**src/rtl/vga_timing_pkg.sv**
```systemverilog
// Default 640x480@60 timing constants and coordinate type shared by the VGA sync blocks.
package vga_timing_pkg;

    localparam int unsigned CoordW = 10;
    typedef logic [CoordW-1:0] coord_t;

    localparam int unsigned DefHDisplay = 640;
    localparam int unsigned DefHFront   = 16;
    localparam int unsigned DefHSync    = 96;
    localparam int unsigned DefHBack    = 48;
    localparam int unsigned DefVDisplay = 480;
    localparam int unsigned DefVFront   = 10;
    localparam int unsigned DefVSync    = 2;
    localparam int unsigned DefVBack    = 33;

    localparam int unsigned DefHTotal = DefHDisplay + DefHFront + DefHSync + DefHBack;
    localparam int unsigned DefVTotal = DefVDisplay + DefVFront + DefVSync + DefVBack;

    localparam int unsigned DefHSyncStart = DefHDisplay + DefHFront;
    localparam int unsigned DefHSyncEnd   = DefHDisplay + DefHFront + DefHSync - 1;
    localparam int unsigned DefVSyncStart = DefVDisplay + DefVFront;
    localparam int unsigned DefVSyncEnd   = DefVDisplay + DefVFront + DefVSync - 1;

    function automatic logic in_window(coord_t v, coord_t lo, coord_t hi);
        return (v >= lo) && (v <= hi);
    endfunction

endpackage

```
**src/rtl/vga_sync_gen_if.sv**
```systemverilog
// Video timing bundle from vga_sync_gen to the pixel generator and sync pins.
// frame_tick exists only when VGA_FRAME_TICK_EN is defined.
interface vga_sync_gen_if;
    import vga_timing_pkg::*;

    logic   p_tick;
    coord_t x;
    coord_t y;
    logic   hsync;
    logic   vsync;
    logic   video_on;
`ifdef VGA_FRAME_TICK_EN
    logic   frame_tick;

    modport master (
        output p_tick, x, y, hsync, vsync, video_on, frame_tick
    );
    modport slave (
        input  p_tick, x, y, hsync, vsync, video_on, frame_tick
    );
`else
    modport master (
        output p_tick, x, y, hsync, vsync, video_on
    );
    modport slave (
        input  p_tick, x, y, hsync, vsync, video_on
    );
`endif

endinterface

```
**src/rtl/pixel_tick_div.sv**
```systemverilog
// Clock-enable divider: registered p_tick, one clk wide, every CLK_DIV clks (CLK_DIV 1..16).
module pixel_tick_div #(
    parameter int unsigned CLK_DIV = 4
) (
    input  logic clk,
    input  logic reset,
    output logic p_tick
);

    localparam int unsigned DivW = (CLK_DIV > 1) ? $clog2(CLK_DIV) : 1;
    localparam logic [DivW-1:0] DivLast = DivW'(CLK_DIV - 1);

    logic [DivW-1:0] div_cnt_q, div_cnt_d;
    logic            p_tick_q, p_tick_d;

    // Registering from the next count puts p_tick high while div_cnt sits at CLK_DIV-1.
    always_comb begin
        div_cnt_d = (div_cnt_q == DivLast) ? '0 : div_cnt_q + 1'b1;
        p_tick_d  = (div_cnt_d == DivLast);
    end

    always_ff @(posedge clk or posedge reset) begin
        if (reset) begin
            div_cnt_q <= '0;
            p_tick_q  <= 1'b0;
        end else begin
            div_cnt_q <= div_cnt_d;
            p_tick_q  <= p_tick_d;
        end
    end

    assign p_tick = p_tick_q;

endmodule

```
**src/rtl/vga_sync_gen.sv**
```systemverilog
// VGA timing generator: pixel enable, x/y counters, registered syncs and video_on.
// Define VGA_FRAME_TICK_EN to add a once-per-frame frame_tick at (0, V_DISPLAY+1).
module vga_sync_gen
    import vga_timing_pkg::*;
#(
    parameter int unsigned H_DISPLAY       = DefHDisplay,
    parameter int unsigned H_FRONT         = DefHFront,
    parameter int unsigned H_SYNC          = DefHSync,
    parameter int unsigned H_BACK          = DefHBack,
    parameter int unsigned V_DISPLAY       = DefVDisplay,
    parameter int unsigned V_FRONT         = DefVFront,
    parameter int unsigned V_SYNC          = DefVSync,
    parameter int unsigned V_BACK          = DefVBack,
    parameter int unsigned CLK_DIV         = 4,
    parameter int unsigned SYNC_ACTIVE_LOW = 1
) (
    input  logic           clk,
    input  logic           reset,
    vga_sync_gen_if.master vga
);

    localparam int unsigned HTotal = H_DISPLAY + H_FRONT + H_SYNC + H_BACK;
    localparam int unsigned VTotal = V_DISPLAY + V_FRONT + V_SYNC + V_BACK;

    localparam coord_t HLast      = coord_t'(HTotal - 1);
    localparam coord_t VLast      = coord_t'(VTotal - 1);
    localparam coord_t HDisp      = coord_t'(H_DISPLAY);
    localparam coord_t VDisp      = coord_t'(V_DISPLAY);
    localparam coord_t HSyncStart = coord_t'(H_DISPLAY + H_FRONT);
    localparam coord_t HSyncEnd   = coord_t'(H_DISPLAY + H_FRONT + H_SYNC - 1);
    localparam coord_t VSyncStart = coord_t'(V_DISPLAY + V_FRONT);
    localparam coord_t VSyncEnd   = coord_t'(V_DISPLAY + V_FRONT + V_SYNC - 1);

    localparam logic SyncAct  = (SYNC_ACTIVE_LOW == 0);
    localparam logic SyncIdle = ~SyncAct;

    logic   p_tick;
    coord_t h_cnt_q, h_cnt_d;
    coord_t v_cnt_q, v_cnt_d;
    logic   hsync_q, hsync_d;
    logic   vsync_q, vsync_d;

    pixel_tick_div #(
        .CLK_DIV (CLK_DIV)
    ) u_pixel_tick_div (
        .clk    (clk),
        .reset  (reset),
        .p_tick (p_tick)
    );

    // Syncs are decoded from the next-state counters so their edges line up with x/y.
    always_comb begin
        h_cnt_d = h_cnt_q;
        v_cnt_d = v_cnt_q;
        if (p_tick) begin
            if (h_cnt_q == HLast) begin
                h_cnt_d = '0;
                v_cnt_d = (v_cnt_q == VLast) ? '0 : v_cnt_q + 1'b1;
            end else begin
                h_cnt_d = h_cnt_q + 1'b1;
            end
        end
        hsync_d = in_window(h_cnt_d, HSyncStart, HSyncEnd) ? SyncAct : SyncIdle;
        vsync_d = in_window(v_cnt_d, VSyncStart, VSyncEnd) ? SyncAct : SyncIdle;
    end

    always_ff @(posedge clk or posedge reset) begin
        if (reset) begin
            h_cnt_q <= '0;
            v_cnt_q <= '0;
            hsync_q <= SyncIdle;
            vsync_q <= SyncIdle;
        end else begin
            h_cnt_q <= h_cnt_d;
            v_cnt_q <= v_cnt_d;
            hsync_q <= hsync_d;
            vsync_q <= vsync_d;
        end
    end

`ifdef VGA_FRAME_TICK_EN
    localparam coord_t FrameTickLine = coord_t'(V_DISPLAY + 1);

    logic frame_tick_q, frame_tick_d;

    always_comb begin
        frame_tick_d = p_tick && (h_cnt_d == '0) && (v_cnt_d == FrameTickLine);
    end

    always_ff @(posedge clk or posedge reset) begin
        if (reset) begin
            frame_tick_q <= 1'b0;
        end else begin
            frame_tick_q <= frame_tick_d;
        end
    end

    assign vga.frame_tick = frame_tick_q;
`endif

    assign vga.p_tick   = p_tick;
    assign vga.x        = h_cnt_q;
    assign vga.y        = v_cnt_q;
    assign vga.hsync    = hsync_q;
    assign vga.vsync    = vsync_q;
    assign vga.video_on = (h_cnt_q < HDisp) && (v_cnt_q < VDisp);

endmodule

```
**src/flat_wrapper.sv**
```systemverilog
// flat-port wrapper written by rule: the top's interface ports become plain ports
module vga_sync_gen_flat import vga_timing_pkg::*;
#(
    parameter int unsigned H_DISPLAY       = DefHDisplay,
    parameter int unsigned H_FRONT         = DefHFront,
    parameter int unsigned H_SYNC          = DefHSync,
    parameter int unsigned H_BACK          = DefHBack,
    parameter int unsigned V_DISPLAY       = DefVDisplay,
    parameter int unsigned V_FRONT         = DefVFront,
    parameter int unsigned V_SYNC          = DefVSync,
    parameter int unsigned V_BACK          = DefVBack,
    parameter int unsigned CLK_DIV         = 4,
    parameter int unsigned SYNC_ACTIVE_LOW = 1
)
  (clk, reset, vga_p_tick, vga_x, vga_y, vga_hsync, vga_vsync, vga_video_on);
  vga_sync_gen_if vga_i ();
  input  logic clk;
  input  logic reset;
  output wire logic [$bits(vga_i.p_tick)-1:0] vga_p_tick;
  output wire logic [$bits(vga_i.x)-1:0] vga_x;
  output wire logic [$bits(vga_i.y)-1:0] vga_y;
  output wire logic [$bits(vga_i.hsync)-1:0] vga_hsync;
  output wire logic [$bits(vga_i.vsync)-1:0] vga_vsync;
  output wire logic [$bits(vga_i.video_on)-1:0] vga_video_on;
  assign vga_p_tick = vga_i.p_tick;
  assign vga_x = vga_i.x;
  assign vga_y = vga_i.y;
  assign vga_hsync = vga_i.hsync;
  assign vga_vsync = vga_i.vsync;
  assign vga_video_on = vga_i.video_on;
  vga_sync_gen #(.H_DISPLAY(H_DISPLAY), .H_FRONT(H_FRONT), .H_SYNC(H_SYNC), .H_BACK(H_BACK), .V_DISPLAY(V_DISPLAY), .V_FRONT(V_FRONT), .V_SYNC(V_SYNC), .V_BACK(V_BACK), .CLK_DIV(CLK_DIV), .SYNC_ACTIVE_LOW(SYNC_ACTIVE_LOW)) u_core (.clk(clk), .reset(reset), .vga(vga_i));
endmodule
```
**config.mk**
```make
export PLATFORM = sky130hd
export DESIGN_NAME = vga_sync_gen_flat
export DESIGN_NICKNAME = d
export VERILOG_FILES = /design/src/rtl/vga_timing_pkg.sv /design/src/rtl/vga_sync_gen_if.sv /design/src/rtl/pixel_tick_div.sv /design/src/rtl/vga_sync_gen.sv /design/src/flat_wrapper.sv
export SDC_FILE = /design/constraint.sdc
export NUM_CORES = 1
export LEC_CHECK = 0
export ABC_CLOCK_PERIOD_IN_PS = 2300
export BUFFER_PORTS_ARGS = -buffer_cell sky130_fd_sc_hd__buf_2
export CORE_UTILIZATION = 57
export CTS_BUF_LIST = sky130_fd_sc_hd__clkbuf_8
export DETAILED_ROUTE_END_ITERATION = 10
export MAX_ROUTING_LAYER = met4
export PLACE_DENSITY = 0.81
export REMOVE_ABC_BUFFERS = 1
export SETUP_SLACK_MARGIN = 0.3
export SLEW_MARGIN = 20
export SYNTH_ARGS = -nofsm -noshare
export SYNTH_HDL_FRONTEND = slang
export SYNTH_SLANG_ARGS = --single-unit
```
**constraint.sdc**
```tcl
create_clock -name clk -period 2.3 [get_ports clk]
set_input_delay 0.69 -clock clk [delete_from_list [all_inputs] [get_ports clk]]
set_output_delay 0.69 -clock clk [all_outputs]
set_load 0.05 [all_outputs]
```
# --- Word-level counts from Yosys, hierarchy flattened ---
# Cells that the tools add are included.
word_totals:
  regBits: 25
  inputBits: 2
  output_inout_bits: 24
  word_cells: 30
op_classes:
  n_addsub: 3
  order_cmp: 6
  eq_ne: 4
  muxes: 8
  n_reduce_logical: 3
op_table:
  columns: ["op", "count"]
  rows:
  - ["10-bit 2-to-1 mux", 5]
  - ["10-bit by 1-bit adder with 10-bit output (second input constant)", 2]
  - ["10-bit == test (second input constant)", 2]
  - ["10-bit greater-or-equal comparator (second input constant)", 1]
  - ["10-bit by 9-bit greater-or-equal comparator with 1-bit output (second input constant)", 1]
  - ["10-bit <= comparator (second input constant)", 1]
  - ["10-bit by 9-bit <= comparator with 1-bit output (second input constant)", 1]
  - ["10-bit less-than comparator (second input constant)", 1]
  - ["10-bit by 9-bit less-than comparator with 1-bit output (second input constant)", 1]
  - ["2-bit == test (second input constant)", 2]
  - ["1-bit logical AND", 3]
  - ["2-bit by 1-bit adder with 2-bit output (second input constant)", 1]
  - ["1-bit 2-to-1 mux", 2]
  - ["2-bit 2-to-1 mux", 1]

# --- Depth between registers and ports, before layout ---
logic_depth:
  word_depth: 7
  ltp_mapped: 8
  depth_no_buf: 7

# --- Modules after synthesis ---
# From an unflattened synthesis, not the netlist that was laid out.
unflattened:
  hier_cells: 143
  area_unflattened_um2: 1371.3
modules_own_cells:
  columns: ["module", "instances", "cells_each", "area_each_um2", "seq_area_each_um2"]
  rows:
  - ["vga_sync_gen", 1, 134, 1256.2, 553.0]
  - ["pixel_tick_div", 1, 9, 115.1, 75.1]

# --- Worst setup path after synthesis ---
# Ideal clock, no wire load.
synth_timing:
  kind: "register to output"
  startpoint: "register u_core.v_cnt_q[6], in the netlist u_core.vga.y[6]"
  endpoint: "output vga_video_on"
  arrival_time_ns: 1.655
  t_required_ns: 1.610
  path_slack_ns: -0.045
  path_stages_with_launch: 5
  n_path_buf: 1
  cell_sequence: "dfrtp_1 > clkbuf_1 > nand4_1 > nand2_1 > nor2_1"
synth_between:
  elab_chain_cells: 2
synth_rtl:
  columns: ["element", "line_no", "rtl"]
  rows:
  - ["from (decl)", "vga_sync_gen.sv:39", "coord_t v_cnt_q, v_cnt_d;"]
  - ["from (signal assigned)", "vga_sync_gen.sv:75", "v_cnt_q <= v_cnt_d;"]
  - ["10-bit by 9-bit less-than comparator with 1-bit output", "vga_sync_gen.sv:106", "assign vga.video_on = (h_cnt_q < HDisp) && (v_cnt_q < VDisp);"]
  - ["1-bit logical AND", "vga_sync_gen.sv:106", null]
  - ["to (decl)", "flat_wrapper.sv:24", "output wire logic [$bits(vga_i.video_on)-1:0] vga_video_on;"]
# No other way between the ends.

# --- Final worst setup path ---
layout_timing:
  startpoint: "register u_core.h_cnt_q[7], in the netlist u_core.vga.x[7]"
  endpoint: "output vga_video_on"
layout_between:
  elab_chain_cells: 2
layout_rtl:
  columns: ["element", "line_no", "rtl"]
  rows:
  - ["from (decl)", "vga_sync_gen.sv:38", "coord_t h_cnt_q, h_cnt_d;"]
  - ["from (signal assigned)", "vga_sync_gen.sv:74", "h_cnt_q <= h_cnt_d;"]
  - ["10-bit less-than comparator", "vga_sync_gen.sv:106", null]
  - ["1-bit logical AND", "vga_sync_gen.sv:106", null]
# No other way between the ends.

==> flow_metrics.tcl <==
set metrics [dict create \
    outcome "completed" \
    drtIter0Drc 36 \
    arrival_ns 1.30 \
    period_minus_slack_ns 1.99 \
    end_kind "output port" \
    worstPathRequired_ns 1.61 \
    die-area_mm2 0.00272 \
    synth_top_flop_cell "dfrtp_1" \
    slew_headroom 0.692 \
    die_w_um 52.2 \
    cts_tree "yes" \
    clock_tree.root_cell "clkbuf_8" \
    fin_setup_tns_ns 0 \
    ys_warn_count 0 \
    syn_to_final_growth_pct 15.3 \
    vias 1245 \
    finalWirelength_um 3340 \
    port_buffers 25 \
    synth_edf_count 0 \
    p_per_area_mw_per_mm2 442 \
    ant_nets 0 \
    fin_nets 185 \
    grt_setup_unrepaired "true" \
    layout-drive-gt1-share 0.260 \
    grt_max_degree 26 \
    core-area_mm2 0.00230 \
    worstSetupPathType "reg -> out" \
    min_path_type "in -> async" \
    start_kind "flop" \
    max_freq_mhz 503 \
    synthCells 149 \
    final_core_util 0.720 \
    via_per_inst 6.07 \
    std_cell_rows 17 \
    synth.avg_cell_area_um2 9.63 \
    period_share 0.865 \
    async_reset_ff_frac 1.00 \
    grt_pass1_wl_um 5530 \
    antenna_found_initial 0 \
    die_h_um 52.2 \
    rr_worst_depth 5 \
    synth_seq_cells 25 \
    antenna_cells 0 \
    finalPower_w 0.000730 \
    ir_worst_vdd_mv 0.407 \
    ios 26 \
    start_util 0.625 \
    synth.distinct_cells 43 \
    clock_sinks 25 \
    grt_pass1_vias 1125 \
    yosysSeqAreaShare 0.438 \
    crit_fanout 6 \
    fillers 180 \
    hold_slack_ns 0.437 \
    timing.max_cap.violations 0 \
    globalplace.congestion 0.940 \
    dp_hpwl_um 2290 \
    p_leak_nw 0.713 \
    htree_levels 1 \
    fin_skew_ns 0.00121 \
    cts_buffers 3 \
    synth.cell_area_mm2 0.00144 \
    overflow 0 \
    finalHoldViolations 0 \
    grt_usage 0.287 \
    drc 0 \
    clk_latency_ns 0.28 \
    final-max-slew-violation-count 0 \
    tightestPinTransition_ns 0.458 \
    cts.clk_slew.worst_paths_ns 0.10 \
    dr.pass1.iters 4 \
    clk_path_buf_depth 2 \
    setup_viol 0 \
    wl_per_cell_um 16.3 \
]
[worst paths after layout]
| path | slack, ns | to | from |
|---|---|---|---|
| worst max-delay path | 0.31 | vga_video_on | u_core.vga.x[7] |
| worst min-delay path | 0.44 | u_core.vga.y[2] | reset |
| worst max register to register | 0.40 | u_core.vga.y[6] | u_core.vga.x[7] |
| worst min register to register | 0.45 | u_core.u_pixel_tick_div.div_cnt_q[0] | u_core.u_pixel_tick_div.div_cnt_q[0] |
| max in group asynchronous | 1.58 | u_core.vga.hsync | reset |
| min in group clk | 0.45 | u_core.u_pixel_tick_div.div_cnt_q[0] | u_core.u_pixel_tick_div.div_cnt_q[0] |
[worst max-delay path, cell delays in order, from the launching register on]
cell,delay (ns)
dfrtp_1,0.45
o21ai_1,0.19
nand2_1,0.08
nor2_1,0.10
buf_4,0.21
[power by group]
part | switching (W) | internal [W] | leakage, nW
Clock | 0.000158 | 0.000123 | 0.0217
Sequential | 0 | 0.000439 | 0.326
Combinational | 0.00000836 | 0.00000185 | 0.365
[Yosys cell counts, drive strengths merged (2+ instances only)]
library cell / n / area [um2]
nand4: 7 / 43.8
dfstp: 2 / 52.6
ha: 5 / 62.6
xor2: 3 / 26.3
mux2i: 2 / 20.0
o21ai: 12 / 60.1
buf: 4 / 31.3
dfrtp: 23 / 576
nand2: 19 / 81.3
a21oi: 2 / 10.0
o31ai: 2 / 15.0
xnor2: 7 / 61.3
o31a: 2 / 17.5
inv: 9 / 33.8
a21o: 2 / 15.0
nor2: 10 / 37.5
nand3: 8 / 52.6
nand4b: 2 / 17.5
clkbuf: 2 / 7.51
nor3: 4 / 20.0
nor4: 7 / 58.8
[through the flow]
step | std cells | area [um2] | setup WS, ns
floorplan | 143 | 1400 | -0.103
global placement | 199 | 1580 | 0.378
detailed placement | 199 | 1580 | 0.239
CTS | 204 | 1640 | 0.270
global route | 205 | 1650 | 0.231
finish | 205 | 1650 | 0.311
[routing by layer]
layer  global-route usage  vias to the layer above  wire (um)
met1                0.407                      592       1560
met3               0.0377                        6        133
met5                    -                        -          0
met2                0.427                       49       1600
met4               0.0921                        0         48
li1                     -                      598          -
[cell families after synthesis]
family,after synthesis,synth area share
DFF,25,0.438
adders and majority gates,5,0.0436
xor gates and xnor gates,10,0.0610
buffers and inverters,15,0.0506
muxes,2,0.0139
and+or+nand+nor,63,0.255
AOI/OAI and AO/OA,29,0.139
[area by class of cell]
class                      count  area [um2]  share of cell area
sequential                    25         629               0.380
timing repair buffer          30         165              0.0998
clock buffer                   3        41.3              0.0250
tap                           28        35.0              0.0212
clock inverter                 1        7.51             0.00454
multi-input combinational    109         742               0.449
inverter                       9        33.8              0.0204
[layout by cell type, fill, tap and decap left out, types with 2 or more instances in the layout]
master,n
xor2_1,3
nand2_1,17
nand3_1,6
nor2_1,10
clkbuf_8,3
o21ai_0,9
o31ai_1,2
dfrtp_1,22
buf_4,6
inv_1,9
xnor2_1,7
a21oi_1,2
a21o_1,2
dfstp_2,2
nand4_1,7
o31a_1,2
ha_1,4
nor4_1,6
buf_2,24
mux2i_1,2
nand4b_1,2
o21ai_1,3
nor3_1,4
[timing repair]
action / in CTS / in global routing
hold buffers: 0 / 0
setup endpoints to repair: 4 / 8
endpoints found under the hold margin: 0 / 0
pin swaps: 1 / 2
gates resized for setup: 2 / 3
setup buffers: 1 / 1
[sequential cells by signal, indices dropped and copies added, names as in the netlist]
register and cells:
u_core.vga.x 10, u_core.vga.y 10, u_core.u_pixel_tick_div.div_cnt_q 2, u_core.u_pixel_tick_div.p_tick 1
u_core.vga.hsync 1, u_core.vga.vsync 1
Note: power is estimated with default switching activity, not from simulation.
